### config.mk
export PLATFORM = sky130hd
export DESIGN_NAME = fazyrv_rf_seq
export DESIGN_NICKNAME = d
export VERILOG_FILES = /design/src/rtl/fazyrv_rf_seq.sv
export SDC_FILE = /design/constraint.sdc
export NUM_CORES = 1
export LEC_CHECK = 0
export CORE_UTILIZATION = 40
export CTS_BUF_LIST = sky130_fd_sc_hd__clkbuf_4 sky130_fd_sc_hd__clkbuf_8
export DETAILED_ROUTE_END_ITERATION = 6
export PLACE_DENSITY = 0.71
export RECOVER_POWER = 50
export SLEW_MARGIN = 10
export SYNTH_ARGS = -nofsm -noshare
export SYNTH_HDL_FRONTEND = slang
export SYNTH_SLANG_ARGS = --single-unit
export TNS_END_PERCENT = 100
### constraint.sdc
create_clock -name clk_i -period 1.7 [get_ports clk_i]
set_clock_uncertainty 0.1 [all_clocks]
set_input_delay 0.51 -clock clk_i [delete_from_list [all_inputs] [get_ports clk_i]]
set_output_delay 0.51 -clock clk_i [all_outputs]
set_load 0.03 [all_outputs]
### src/rtl/fazyrv_rf_seq.sv
// Shift sequencer for the chunk-serial register file: one start yields N = 32/CHUNKSIZE
// shift strobes, gates rd writes per chunk and reports chunk position and completion.
module fazyrv_rf_seq #(
  parameter  int CHUNKSIZE = 2,
  localparam int N         = 32 / CHUNKSIZE,
  localparam int CW        = $clog2(N)
) (
  input  logic          clk_i,
  input  logic          rst_in,
  input  logic          start_i,
  input  logic          wb_i,
  input  logic [4:0]    rd_i,
  input  logic          stall_i,
  input  logic          abort_i,
  output logic          shft_o,
  output logic          we_o,
  output logic [CW-1:0] cnt_o,
  output logic          lsb_o,
  output logic          msb_o,
  output logic          busy_o,
  output logic          done_o,
  output logic          aborted_o
);

  localparam logic [1:0] IDLE  = 2'd0;
  localparam logic [1:0] RUN   = 2'd1;
  localparam logic [1:0] FLUSH = 2'd2;

  localparam logic [CW-1:0] LAST = CW'(N - 1);

  logic [1:0]    state_q, state_d;
  logic [CW-1:0] cnt_q, cnt_d;
  logic          wb_q, wb_d;
  logic [4:0]    rd_q, rd_d;
  logic          done_q, done_d;
  logic          abt_q, abt_d;
  logic          shft;

  assign busy_o    = (state_q != IDLE);
  assign shft      = busy_o & ~stall_i;
  assign shft_o    = shft;
  // The rd_q check is redundant with wb_q but keeps x0 writes impossible by construction.
  assign we_o      = (state_q == RUN) & wb_q & (|rd_q) & shft & ~abort_i;
  assign cnt_o     = cnt_q;
  assign lsb_o     = busy_o & (cnt_q == '0);
  assign msb_o     = busy_o & (cnt_q == LAST);
  assign done_o    = done_q;
  assign aborted_o = abt_q;

  always_comb begin
    state_d = state_q;
    cnt_d   = cnt_q;
    wb_d    = wb_q;
    rd_d    = rd_q;
    done_d  = 1'b0;
    abt_d   = abt_q;

    if (state_q == IDLE) begin
      if (start_i) begin
        wb_d    = wb_i & (rd_i != 5'd0);
        rd_d    = rd_i;
        cnt_d   = '0;
        abt_d   = 1'b0;
        state_d = RUN;
      end
    end else begin
      if (state_q == RUN && abort_i) begin
        abt_d = 1'b1;
        if (cnt_q != LAST || stall_i) begin
          state_d = FLUSH;
        end
      end
      if (shft) begin
        cnt_d = cnt_q + 1'b1;
        if (cnt_q == LAST) begin
          state_d = IDLE;
          done_d  = 1'b1;
        end
      end
    end
  end

  always_ff @(posedge clk_i or negedge rst_in) begin
    if (!rst_in) begin
      state_q <= IDLE;
      cnt_q   <= '0;
      wb_q    <= 1'b0;
      rd_q    <= 5'd0;
      done_q  <= 1'b0;
      abt_q   <= 1'b0;
    end else begin
      state_q <= state_d;
      cnt_q   <= cnt_d;
      wb_q    <= wb_d;
      rd_q    <= rd_d;
      done_q  <= done_d;
      abt_q   <= abt_d;
    end
  end

endmodule

==> metrics.txt <==
outcome=finished, violations left; failing checks=negative setup slack; vias in the first global route=639; num rows=14; first drt pass iteration count=4; via count=619; Num CTS Buffers=3; leakage power=0.516 nW; Area growth syn-to-layout=68.8%; CTS clock-pin slew for the worst setup and hold paths=0.09 ns; routed vias/inst=5.16; Worst Setup Slack, final=-0.221 ns; worst endpoint data arrival time=1.31 ns; global placement routability congestion=0.691; IO Pins=22; Cells after Synth=64; Fin Setup TNS=-0.628 ns; first-pass GRT wire length=2620 microns; Skew-Pair Late Insertion Delay=0.27 ns; CP required=1.09 ns; number of cells on the worst hold path=1; clock sink total=14; Die Wd=43.1 microns; crit path max fanout=2; Max Freq=521 MHz; largest net degree at the start of global routing=15; final hold violation count=0; H-tree levels=1; share of the synthesized area in the top cell type=0.519; top sig layer=met4; gr usage total=0.190; period utilisation layout=1.13; Avg WL per Cell=12.3 microns; CP startpoint kind=register; Residual DRC=0; max-slew violation count=0; Placement Cell Area=972 sq um; RSZ-0062 raised after global routing=yes; Slew HR=0.518; most frequent cells in the layout=buf_4, dfrtp_1, clkdlybuf4s50_1, buf_6; Setup crit end kind=output pin; syn avg cell area=10.5 sq um; Final HPWL DP=1060 microns; drt total wl=1480 microns; met1 WL=637 microns; Netlist cell types=21; Starting Density=0.438; largest cells by area after synthesis=dfrtp_1, mux2_4, nand3_1; post-layout util=0.739; Hold WC Path Type=register to register; share of cells above drive strength 1=0.471; pwr/cell area=1440 nW/um^2; hold buffer count at CTS=0; Worst-Margin Slew=0.723 ns; worst setup path class=register to output pin; CTS root buf=clkbuf_4; Final Instance Area=1140 sq um; drt initial violations=1; ant diodes=0; #FFs+latches synth=14; reg2reg path depth=5; I/O Buffers=21; max-cap viol count=0; synth warn=0; met3 wire length=50 microns; Setup violations, final=6; syn_nets=77; initial antenna violation count=0; Die Y=43.1 microns; CTS tree=yes; Total Nets Final=118; VDD IR max=0.842 mV; area of the die=1850 sq um; area occupied by multi-input gates=384 sq um; Core Region=1540 sq um; commonest non-fill, non-tap cell in the layout=buf_4; antenna viol nets, final=0; remaining global-route overflow=0; synthesized area=674 sq um; Filler cells=110; register area=354 sq um; clk buf depth=2; minimum clock period=1.92 ns; leading area contributor after synthesis=dfrtp_1; wire length on met2=781 microns; register area share after synthesis=0.519
-- per-stage QoR --
step	instances	power, W	setup WS [ns]	hold slack [ns]
after floorplan	64	0.000989	-0.00616	0.114
after global placement	109	0.00123	-0.454	0.364
after detailed placement	109	0.00125	-0.479	0.392
after CTS	120	0.00163	-0.219	0.411
after global routing	120	0.00176	-0.284	0.443
final	120	0.00164	-0.221	0.417
-- worst paths after layout --
kind / start / to / slack, ns
max in group asynchronous: rst_in / cnt_o[0]$_DFFE_PN0P_ / 0.31
hold / removal: rd_q[1]$_DFFE_PN0P_ / rd_q[1]$_DFFE_PN0P_ / 0.42
min in group asynchronous: rst_in / aborted_o$_DFFE_PN0P_ / 0.69
hold reg to reg: rd_q[1]$_DFFE_PN0P_ / rd_q[1]$_DFFE_PN0P_ / 0.42
setup reg to reg: state_q[1]$_DFFE_PN0P_ / rd_q[4]$_DFFE_PN0P_ / -0.01
setup / recovery: state_q[1]$_DFFE_PN0P_ / we_o / -0.22
-- critical path: stages (launching register included) --
cell	delay, ns
dfrtp_1	0.41
buf_6	0.13
nor3_2	0.10
nand3_1	0.11
a21oi_2	0.15
buf_6	0.15
-- state kept, by name (all words and copies together) (netlist names) --
name       flops
rd_q           5
aborted_o      1
wb_q           1
cnt_o          4
state_q        2
done_o         1
-- final cells by class --
type,count,area share
Multi-Input combinational cell,44,0.337
Sequential cell,14,0.311
Tap cell,16,0.0176
Clock buffer,4,0.0319
Inverter,6,0.0198
Timing Repair Buffer,36,0.282
-- cells in the mapped netlist --
cell      instances
nor2_1            5
dfrtp_1          14
ha_1              2
buf_6             1
o21ai_0           5
nor2b_1           1
mux2i_1           1
nand3b_1          2
nor3_1            3
nand4_1           1
mux2_4            3
nand3_1           6
o31ai_1           1
nand2_1           5
or4_1             1
or3b_4            1
mux2_2            2
nor4b_1           1
o21bai_1          1
inv_1             6
a21oi_1           2
-- power breakdown --
part / switching (W) / internal [W]
Clock: 0.000105 / 0.000130
Combinational: 0.000380 / 0.000410
Sequential: 0.000138 / 0.000473
Total: 0.000622 / 0.00101
-- what timing repair did --
| action | 4_1_cts | 5_1_grt |
|---|---|---|
| buffers inserted | 6 | 0 |
| pin swaps | 6 | 3 |
| endpoints found under the setup margin | 11 | 15 |
| gates cloned | 1 | 0 |
| gates resized for setup | 30 | 7 |
-- cells by family (layout without fill, tap and decap cells) --
family | after synthesis | after routing | share of synthesized area
fa+ha+maj | 2 | 2 | 0.0371
flops | 14 | 14 | 0.519
simple gates | 26 | 27 | 0.204
mux | 6 | 6 | 0.115
buf+inv | 7 | 46 | 0.0501
compound gates | 9 | 9 | 0.0742
-- layer usage --
metal,vias to the layer above,global-route usage
li1,303,-
met1,297,0.214
met2,17,0.339
met3,2,0.0468
met4,0,0.0727
met5,-,0
(Power assumes the default switching activity.)
